<file path="config.mk">
export PLATFORM = sky130hd
export DESIGN_NAME = spi_txn_arbiter
export DESIGN_NICKNAME = d
export VERILOG_FILES = /design/src/rtl/spi_txn_arbiter.sv
export SDC_FILE = /design/constraint.sdc
export NUM_CORES = 1
export LEC_CHECK = 0
export CORE_ASPECT_RATIO = 1.25
export CORE_MARGIN = 2
export CORE_UTILIZATION = 45
export CTS_CLUSTER_DIAMETER = 200
export CTS_CLUSTER_SIZE = 8
export DETAILED_ROUTE_END_ITERATION = 10
export PLACE_DENSITY = 0.75
export SYNTH_ARGS = -nofsm -noshare
export SYNTH_HDL_FRONTEND = slang
export SYNTH_SLANG_ARGS = --single-unit
export TNS_END_PERCENT = 20
</file>
<file path="constraint.sdc">
create_clock -name clk -period 3.8 [get_ports clk]
set_input_delay 0.38 -clock clk [delete_from_list [all_inputs] [get_ports clk]]
set_output_delay 0.38 -clock clk [all_outputs]
set_load 0.1 [all_outputs]
</file>
<file path="src/rtl/spi_txn_arbiter.sv">
// Round-robin scheduler sharing one SPI master among N_REQ requesters.
// Drives the master's load/data/select/mode inputs and returns the received byte.
module spi_txn_arbiter #(
    parameter int N_REQ      = 3,
    parameter int TIMEOUT    = 255,
    parameter int GAP_CYCLES = 2
) (
    input  logic               clk,
    input  logic               reset,
    input  logic [N_REQ-1:0]   req,
    input  logic [8*N_REQ-1:0] req_data,
    input  logic [2*N_REQ-1:0] req_sel,
    input  logic               cfg_we,
    input  logic [1:0]         cfg_addr,
    input  logic [1:0]         cfg_mode,
    input  logic               check_end,
    input  logic [7:0]         master_data,
    output logic               mas_load,
    output logic [7:0]         init_master,
    output logic [1:0]         select,
    output logic               CPOL,
    output logic               CPHA,
    output logic [N_REQ-1:0]   ack,
    output logic [7:0]         rsp_data,
    output logic               rsp_err,
    output logic               busy
);
    localparam int IDX_W = (N_REQ > 1) ? $clog2(N_REQ) : 1;

    typedef enum logic [2:0] {IDLE, LOAD, WAIT, RESP, GAP} state_t;

    state_t           state;
    logic [1:0]       mode_reg [0:3];
    logic [IDX_W-1:0] rr_ptr;
    logic [IDX_W-1:0] winner;
    logic [15:0]      timeout_cnt;
    logic [3:0]       gap_cnt;
    logic             check_end_q;

    logic             pick_valid;
    logic [IDX_W-1:0] pick;
    logic [IDX_W:0]   scan_sum;
    logic [IDX_W-1:0] scan_idx;
    logic [7:0]       pick_data;
    logic [1:0]       pick_sel;
    logic             check_end_rise;

    // First requester at or above rr_ptr, wrapping around.
    always_comb begin
        pick_valid = 1'b0;
        pick       = '0;
        scan_sum   = '0;
        scan_idx   = '0;
        for (int i = 0; i < N_REQ; i++) begin
            scan_sum = {1'b0, rr_ptr} + (IDX_W+1)'(i);
            if (scan_sum >= (IDX_W+1)'(N_REQ))
                scan_sum = scan_sum - (IDX_W+1)'(N_REQ);
            scan_idx = scan_sum[IDX_W-1:0];
            if (!pick_valid && req[scan_idx]) begin
                pick_valid = 1'b1;
                pick       = scan_idx;
            end
        end
    end

    assign pick_data      = req_data[8*pick +: 8];
    assign pick_sel       = req_sel[2*pick +: 2];
    assign check_end_rise = check_end && !check_end_q;
    assign busy           = (state != IDLE);

    // Entry 3 is never written; an invalid target never reaches LOAD.
    always_ff @(posedge clk or posedge reset) begin
        if (reset) begin
            for (int i = 0; i < 4; i++) mode_reg[i] <= 2'b00;
        end else if (cfg_we && cfg_addr != 2'd3) begin
            mode_reg[cfg_addr] <= cfg_mode;
        end
    end

    always_ff @(posedge clk or posedge reset) begin
        if (reset) begin
            state       <= IDLE;
            rr_ptr      <= '0;
            winner      <= '0;
            timeout_cnt <= '0;
            gap_cnt     <= '0;
            check_end_q <= 1'b0;
            mas_load    <= 1'b0;
            init_master <= 8'h00;
            select      <= 2'd0;
            CPOL        <= 1'b0;
            CPHA        <= 1'b0;
            ack         <= '0;
            rsp_data    <= 8'h00;
            rsp_err     <= 1'b0;
        end else begin
            check_end_q <= check_end;
            mas_load    <= 1'b0;
            ack         <= '0;
            case (state)
                IDLE: begin
                    if (pick_valid) begin
                        winner <= pick;
                        if (pick_sel == 2'd3) begin
                            ack      <= N_REQ'(1) << pick;
                            rsp_data <= 8'h00;
                            rsp_err  <= 1'b1;
                            state    <= RESP;
                        end else begin
                            // Bus outputs are registered so they appear together with the load pulse.
                            mas_load     <= 1'b1;
                            init_master  <= pick_data;
                            select       <= pick_sel;
                            {CPOL, CPHA} <= mode_reg[pick_sel];
                            state        <= LOAD;
                        end
                    end
                end
                LOAD: begin
                    timeout_cnt <= '0;
                    state       <= WAIT;
                end
                WAIT: begin
                    if (check_end_rise) begin
                        ack      <= N_REQ'(1) << winner;
                        rsp_data <= master_data;
                        rsp_err  <= 1'b0;
                        state    <= RESP;
                    end else if (timeout_cnt == 16'(TIMEOUT-1)) begin
                        ack      <= N_REQ'(1) << winner;
                        rsp_data <= 8'h00;
                        rsp_err  <= 1'b1;
                        state    <= RESP;
                    end else begin
                        timeout_cnt <= timeout_cnt + 16'd1;
                    end
                end
                RESP: begin
                    rr_ptr  <= (winner == IDX_W'(N_REQ-1)) ? '0 : winner + 1'b1;
                    gap_cnt <= '0;
                    state   <= (GAP_CYCLES == 0) ? IDLE : GAP;
                end
                GAP: begin
                    if (gap_cnt == 4'(GAP_CYCLES-1)) state <= IDLE;
                    else gap_cnt <= gap_cnt + 4'd1;
                end
                default: state <= IDLE;
            endcase
        end
    end
endmodule

</file>
# Word-level counts from Yosys, hierarchy flattened
# Index checks and enable logic that the tools add are counted.
# totals
register_bits	61
elab_cells	128
in_bits	49
out_inout_bits	26
# op_classes
n_addsub	8
bitwise	3
magnitude_cmp	9
n_eq_ne	16
reduce_logical	19
shifts	4
muxes	51
# ops
operator	count
$mux 16	2
$mux 8	4
$pmux 16 s2	1
$mux 3	8
$shiftx 24x6->8	1
$mux 2	11
$add 16x1->16 const B	1
$eq 16x8->1 const B	1
$pmux 8 s2	1
$pmux 3 s5	1
$ne 2x2->1 const B	7
$mux 1	13
$lt 2x3->1 const B	3
$reduce_and 3->1	3
$bwmux 8	1
$pmux 4 s2	1
$bmux 1 s2	3
$eq 3x2->1 const B	2
$ge 3x2->1 const B	2
$ge 3x3->1 const B	2
$not 2->3	2
$pmux 3 s2	1
$reduce_bool 2->1	3
$shiftx 6x4->2	1
other kinds (24)	35

# Depth between registers and ports, before layout
# Gate-level depths: netlist of the first run.
# depth
ltp_word	16
ltp_mapped	11
mapped_depth_nobuf	9

# Worst setup path after synthesis of the first run
# OpenSTA, ideal clock, no wires.
# synth_path
kind	register to register
from	register rr_ptr[0]
to	register init_master[0]
n_path_buf	2
path_slack_ps	1154
arrival_time_ps	2519
setup_ps	126
stages_incl_launch_ff	12
path_cell_list	dfrtp_1 > inv_1 > ha_1 > buf_2 > nand2b_1 > a22o_1 > a22o_4 > mux2_4 > a22o_4 > a21oi_4 > buf_8 > mux2_4
# synth_between
elab_chain_cells	15
word_cells_on_any_way	32
classes_between	5 x add/sub; 3 x order compare; 1 x eq/ne; 2 x shift; 15 x mux; 1 x bitwise; 5 x reduce/logical
# synth_lines
item	line_no	rtl
start: declaration	34	logic [IDX_W-1:0] rr_ptr;
start signal: assignment	139	rr_ptr <= (winner == IDX_W'(N_REQ-1)) ? '0 : winner + 1'b1;
branches (longest 15 deep; another with $add 2x1->3)	-	
end signal: assignment	112	init_master <= pick_data;
end: declaration	19	output logic [7:0] init_master,
# Parallel ways; which one is timed is not known. The select of a mux whose other input is x is not followed.
# A chain may end at the register's enable or synchronous reset.

# Worst setup path after layout of the first run
# layout_path
from	register rr_ptr[1]
to	register init_master[6]
# Same word-level chain as after synthesis.

==> flow_metrics.tcl, run 1 <==
set metrics [dict create \
    status "completed" \
    gp_congestion 0.764 \
    worstPathArrival_ns 3.34 \
    ant_nets 0 \
    holdBufCountCts 0 \
    synth_most_common_cell "dfrtp_1" \
    postCtsSetupBuffers 0 \
    ir_worst_vdd_v 0.000592 \
    tightest_slew_ns 1.02 \
    rows 34 \
    path_buf_inv 1 \
    pin_count 75 \
    async_reset_ff_share_pct 100 \
    slowest_delay_ns 0.42 \
    power_density_nw_per_um2 956 \
    slew_headroom_pct 31.6 \
    top_regs "timeout_cnt x16, init_master x8, rsp_data x8" \
    drcViolationCount 0 \
    avgSynthCellArea_um2 9.99 \
    setup_viol 0 \
    postPlaceCellArea_um2 4100 \
    crit_chain "inv_1 > ha_1 > mux2i_1 > o21a_1 > a22o_4 > mux2_4 > a22o_4 > a21oi_4 > mux2_2" \
    die-area_um2 8030 \
    setup.worst_path.class "reg2reg" \
    power_frac_seq_pct 24.4 \
    period_needed_ns 3.12 \
    area_delta_synth_final_pct 30.8 \
    synth_top_cells_by_count "dfrtp_1, o21ai_0, nand2_1, nor2_1, inv_1" \
    regMostFlops "timeout_cnt" \
    maxCapViolCount 0 \
    synth_top_family_by_area "simple AND/OR/NAND/NOR gates" \
    io_buffers 74 \
    yosysUniqueCellTypes 55 \
    start_util_pct 47.0 \
    crit_path_top_delay_cell "dfrtp_1" \
    first_pass_iters 4 \
    syn_inst 330 \
    grt-ovfl-total 0 \
    insertion_delay_ns 0.33 \
    fill_cells 617 \
    crit_start "rr_ptr[1]" \
    die_w_um 80.6 \
    rsz0062_at_grt "no" \
    antenna_found_initial 0 \
    utilization_pct 61.5 \
    p_comb_share_pct 60.3 \
    fin_skew_ns 0.00586 \
    finalCritPeriodShare_pct 82.2 \
    first_iter_violations 121 \
    synth_top_area_share_pct 44.8 \
    n_antenna_cell 0 \
    cts_resized 0 \
    timing.fmax_ghz 0.320 \
    switching_share_pct 51.4 \
    synthesis.area_um2 3300 \
    synth-xor-area-share_pct 2.92 \
    postLayoutCellArea_um2 4320 \
    grt_pass1_wl_um 12700 \
    routed_wl_um 7310 \
    ys_seq_elements 59 \
    synth_area_leaders "dfrtp_1, o21ai_0, mux2_4" \
    ys_warn_count 0 \
    numCtsBuffers 9 \
    syn-num-nets 387 \
    muxShareOfSynthArea_pct 10.1 \
    synth_seq_area_share_pct 44.8 \
    p_sw_mw 2.12 \
    synthAdderAreaFrac_pct 3.03 \
    cpMostUsedCell "a22o_4" \
    coreArea_um2 7020 \
    grt_max_degree 42 \
    leakage_nw 1.84 \
    vias 2731 \
    hold_start "mode_reg[4]" \
    reg2reg_from "rr_ptr[1]" \
    wl_per_cell_um 14.6 \
    hold_violations 0 \
    hpwl_um 5440 \
    required_ns 4.02 \
    crit_path_end_kind "register" \
    grtUsageTotal_pct 20.0 \
    synth.largest_area_cell "dfrtp_1" \
    crit_path_max_fanout 15 \
    synth_edf_count 0 \
    cts.clk_slew.worst_paths_ns 0.07 \
    critPathLaunchType "register" \
    drive_gt1_share_pct 10.7 \
    drv_slew 0 \
    hold_class "reg2reg" \
    htreeDepth 3 \
    yosys.area_share.simple_pct 19.3 \
    fin_setup_tns_ns 0 \
    cts_tree "built" \
    die_height_um 99.7 \
    synth_top_flop_cell "dfrtp_1" \
    via_per_inst 5.46 \
    intPower_mw 2.00 \
    largest_reg_flops 16 \
    grt_pass1_vias 2886 \
    cts_root_buffer "clkbuf_8" \
    crit_family "compound AO/OA/AOI/OAI gates" \
    synth_compound_area_share_pct 15.9 \
    numClockSinks 59 \
    pwr-share-clk_pct 15.3 \
    cts_buffer_depth 2 \
    nNetsFinal 462 \
]
-- layer usage --
metal / GRT usage (%) / wire, um
met1: 24.6 / 3160
met4: 8.74 / 103
met2: 32.4 / 3600
met5: 0 / 0
met3: 5.63 / 439
-- cells in the final DEF, fill, tap and decap left out, types with 3 or more instances in the layout --
cell type        netlist  routed
a21boi_0               3       3
a21oi_1               11      11
a22oi_1                8       8
and2_1                 4       4
and3_1                 5       5
buf_4                  2       3
clkbuf_8               0      10
clkdlybuf4s50_1        0      74
dfrtp_1               59      59
ha_1                   8       8
inv_1                 15      14
mux2_2                 9       9
mux2_4                 8       8
mux2i_1               11      11
nand2_1               26      26
nand2b_1              13      13
nand3_1               11      11
nand3b_1               4       4
nand4_1                6       6
nor2_1                24      24
nor2b_1                4       4
nor3_1                 3       3
nor3b_1                3       3
o211ai_1               4       4
o21ai_0               31      31
or3_1                  7       7
xor2_1                 9       9
-- worst register-to-register path, delay by kind of cell, from the launching register on --
family	cells	cell delay (ns)
DFF	1	0.42
AOI/OAI and AO/OA	4	1.15
buffers and inverters	1	0.10
muxes	3	1.03
adders and majority gates	1	0.30
-- cell type report --
cell class	instances	area (um2)	area share, %
Clock inverter	4	73.8	1.71
Tap cell	90	113	2.61
Sequential cell	59	1480	34.2
Clock buffer	12	145	3.36
Timing Repair Buffer	77	763	17.7
Multi-Input combinational cell	243	1690	39.1
Inverter	15	56.3	1.30
-- cell families after synthesis --
| logic type | Yosys count |
|---|---|
| XOR/XNOR | 11 |
| multiplexers | 28 |
| buffers and inverters | 28 |
| flip-flops | 59 |
| adder cells (fa/ha/maj) | 8 |
| AND/OR/NAND/NOR | 119 |
| AO/OA/AOI/OAI | 77 |
-- per-stage QoR --
stage          worst slack, ns  total power [mW]  hold WS (ns)  instances
2_1_floorplan             1.15              2.98         0.411        330
3_3_place_gp             0.704              3.46         0.485        484
3_5_place_dp             0.636              3.51         0.494        484
4_1_cts                  0.683              4.15         0.510        500
5_1_grt                  0.495              4.37         0.525        500
6_report                 0.678              4.13         0.508        500
-- worst paths after layout --
kind                       slack [ns]  cells past startpoint             end
max in group asynchronous        2.48                      3  timeout_cnt[6]
setup reg to reg                 0.68                      9  init_master[6]
hold reg to reg                  0.51                      1     mode_reg[4]
setup / recovery                 0.68                      9  init_master[6]
hold / removal                   0.51                      1     mode_reg[4]
min in group asynchronous        0.54                      2  init_master[3]
-- power by group through the flow --
stage	combinational, mW	sequential, mW	clock, mW
2_1_floorplan	1.14	1.85	0
4_1_cts	2.50	1.00	0.649
3_5_place_dp	2.50	1.01	0
5_1_grt	2.66	1.03	0.673
3_3_place_gp	2.46	1.00	0
6_report	2.49	1.01	0.633
Power figures use the tool's default switching activity.
==> run 2: changes to the inputs <==
- clock period: 3.8 -> 3.28 ns (I/O delays scaled with it)
==> flow_metrics.tcl, run 2 (synthesis gave the netlist of run 1 again) <==
set metrics [dict create \
    cts.clk_slew.worst_paths_ns 0.07 \
    maxCapViolCount 0 \
    cts_tree "built" \
    fin_skew_ns 0.0102 \
    critPathLaunchType "register" \
    placed_cells 486 \
    ant_nets 0 \
    status "completed" \
    fill_cells 602 \
    routed_wl_um 7380 \
    drv_slew 0 \
    drive_gt1_share_pct 12.3 \
    setup_viol 0 \
    postCtsSetupBuffers 0 \
    post-place-ws_ns 0.171 \
    grt_max_degree 46 \
    required_ns 3.49 \
    cts_resized 0 \
    finalWorstSetupSlack_ns 0.254 \
    insertion_delay_ns 0.34 \
    fin_cells 504 \
    holdBufCountCts 0 \
    numCtsBuffers 9 \
    wl_per_cell_um 14.6 \
    n_antenna_cell 0 \
    grtUsageTotal_pct 19.8 \
    rsz0062_at_grt "no" \
    period_needed_ns 3.03 \
    hold_violations 0 \
    final_cell_mix "clkdlybuf4s50_1, dfrtp_1, o21ai_0" \
    path_buf_inv 2 \
    crit_chain "inv_1 > ha_1 > mux2i_1 > o21a_1 > a22o_4 > mux2_4 > a22o_4 > a21oi_4 > buf_4 > mux2_4" \
    hold_class "in2async" \
    utilization_pct 61.6 \
    htreeDepth 3 \
    slew_headroom_pct 32.4 \
    timing.fmax_ghz 0.330 \
    largest_reg_flops 16 \
    final_common_cell "clkdlybuf4s50_1" \
    fin_setup_tns_ns 0 \
    start_util_pct 47.0 \
    slowest_delay_ns 0.42 \
    via_per_inst 5.37 \
    rows 34 \
    grt-ovfl-total 0 \
    worstPathArrival_ns 3.24 \
    first_pass_iters 4 \
    hpwl_um 5550 \
    io_buffers 74 \
    tightest_slew_ns 1.01 \
    regMostFlops "timeout_cnt" \
    crit_path_max_fanout 15 \
    area_delta_synth_final_pct 31.1 \
    crit_path_end_kind "register" \
    finalCritPeriodShare_pct 92.3 \
    die-area_um2 8030 \
    drcViolationCount 0 \
    cts_root_buffer "clkbuf_8" \
    cts_buffer_depth 2 \
    leakage_nw 1.85 \
    grt_pass1_vias 2668 \
    numClockSinks 59 \
    gp_congestion 0.804 \
    pin_count 75 \
    ir_worst_vdd_v 0.000662 \
    nNetsFinal 466 \
    top_regs "timeout_cnt x16, init_master x8, rsp_data x8" \
    first_iter_violations 124 \
    setup.worst_path.class "reg2reg" \
    die_height_um 99.7 \
    grt_pass1_wl_um 12400 \
    coreArea_um2 7020 \
    antenna_found_initial 0 \
    power_density_nw_per_um2 1100 \
    die_w_um 80.6 \
    vias 2705 \
    crit_family "multiplexers" \
    crit_path_top_delay_cell "dfrtp_1" \
]
==> run 2: cell type report <==
class                   instances  area (um2)  area share, %
well taps                      90         113           2.60
repair buffers                 81         791           18.3
multi-input cells             243        1690           39.0
clock buffers                  10         138           3.18
inverters                      15        56.3           1.30
clock inverters                 6        63.8           1.48
flip-flops and latches         59        1480           34.1
==> run 2: through the flow <==
| step | hold slack (ns) | instance area [um2] | power [mW] |
|---|---|---|---|
| 2_1_floorplan | 0.359 | 3300 | 3.46 |
| 3_3_place_gp | 0.483 | 4110 | 4.03 |
| 3_5_place_dp | 0.491 | 4110 | 4.11 |
| 4_1_cts | 0.505 | 4310 | 4.78 |
| 5_1_grt | 0.518 | 4330 | 5.06 |
| 6_report | 0.506 | 4330 | 4.77 |
==> run 2: worst register-to-register path, stage by stage (launching register included) <==
cell     delay [ns]
dfrtp_1        0.42
inv_1          0.09
ha_1           0.32
mux2i_1        0.32
o21a_1         0.22
a22o_4         0.28
mux2_4         0.34
a22o_4         0.25
a21oi_4        0.15
buf_4          0.20
mux2_4         0.32
==> run 2: worst paths after layout <==
check / from / slack, ns / cells after the start / endpoint
hold reg to reg: mode_reg[4] / 0.51 / 1 / mode_reg[4]
setup / recovery: rr_ptr[1] / 0.25 / 10 / init_master[0]
hold / removal: reset / 0.51 / 2 / rsp_data[6]
max in group asynchronous: reset / 2.03 / 3 / winner[1]
setup reg to reg: rr_ptr[1] / 0.25 / 10 / init_master[0]
min in group clk: mode_reg[4] / 0.51 / 1 / mode_reg[4]
==> run 2: layer usage <==
metal  vias to the layer above  global-route usage [%]  part of all wire (%)  routed length (um)
met5                         -                       0                     0                   0
met1                      1297                    23.5                    42                3070
met4                         0                    7.17                   1.3                  99
met3                         7                    6.17                   6.0                 444
li1                       1337                       -                     -                   -
met2                        64                    33.5                    51                3760
==> run 2: report_power, final <==
| group | internal (mW) | switching (mW) | leakage [nW] |
|---|---|---|---|
| Combinational | 0.953 | 1.99 | 0.992 |
| Sequential | 0.958 | 0.202 | 0.755 |
| Clock | 0.371 | 0.294 | 0.0987 |
| Total | 2.28 | 2.49 | 1.85 |
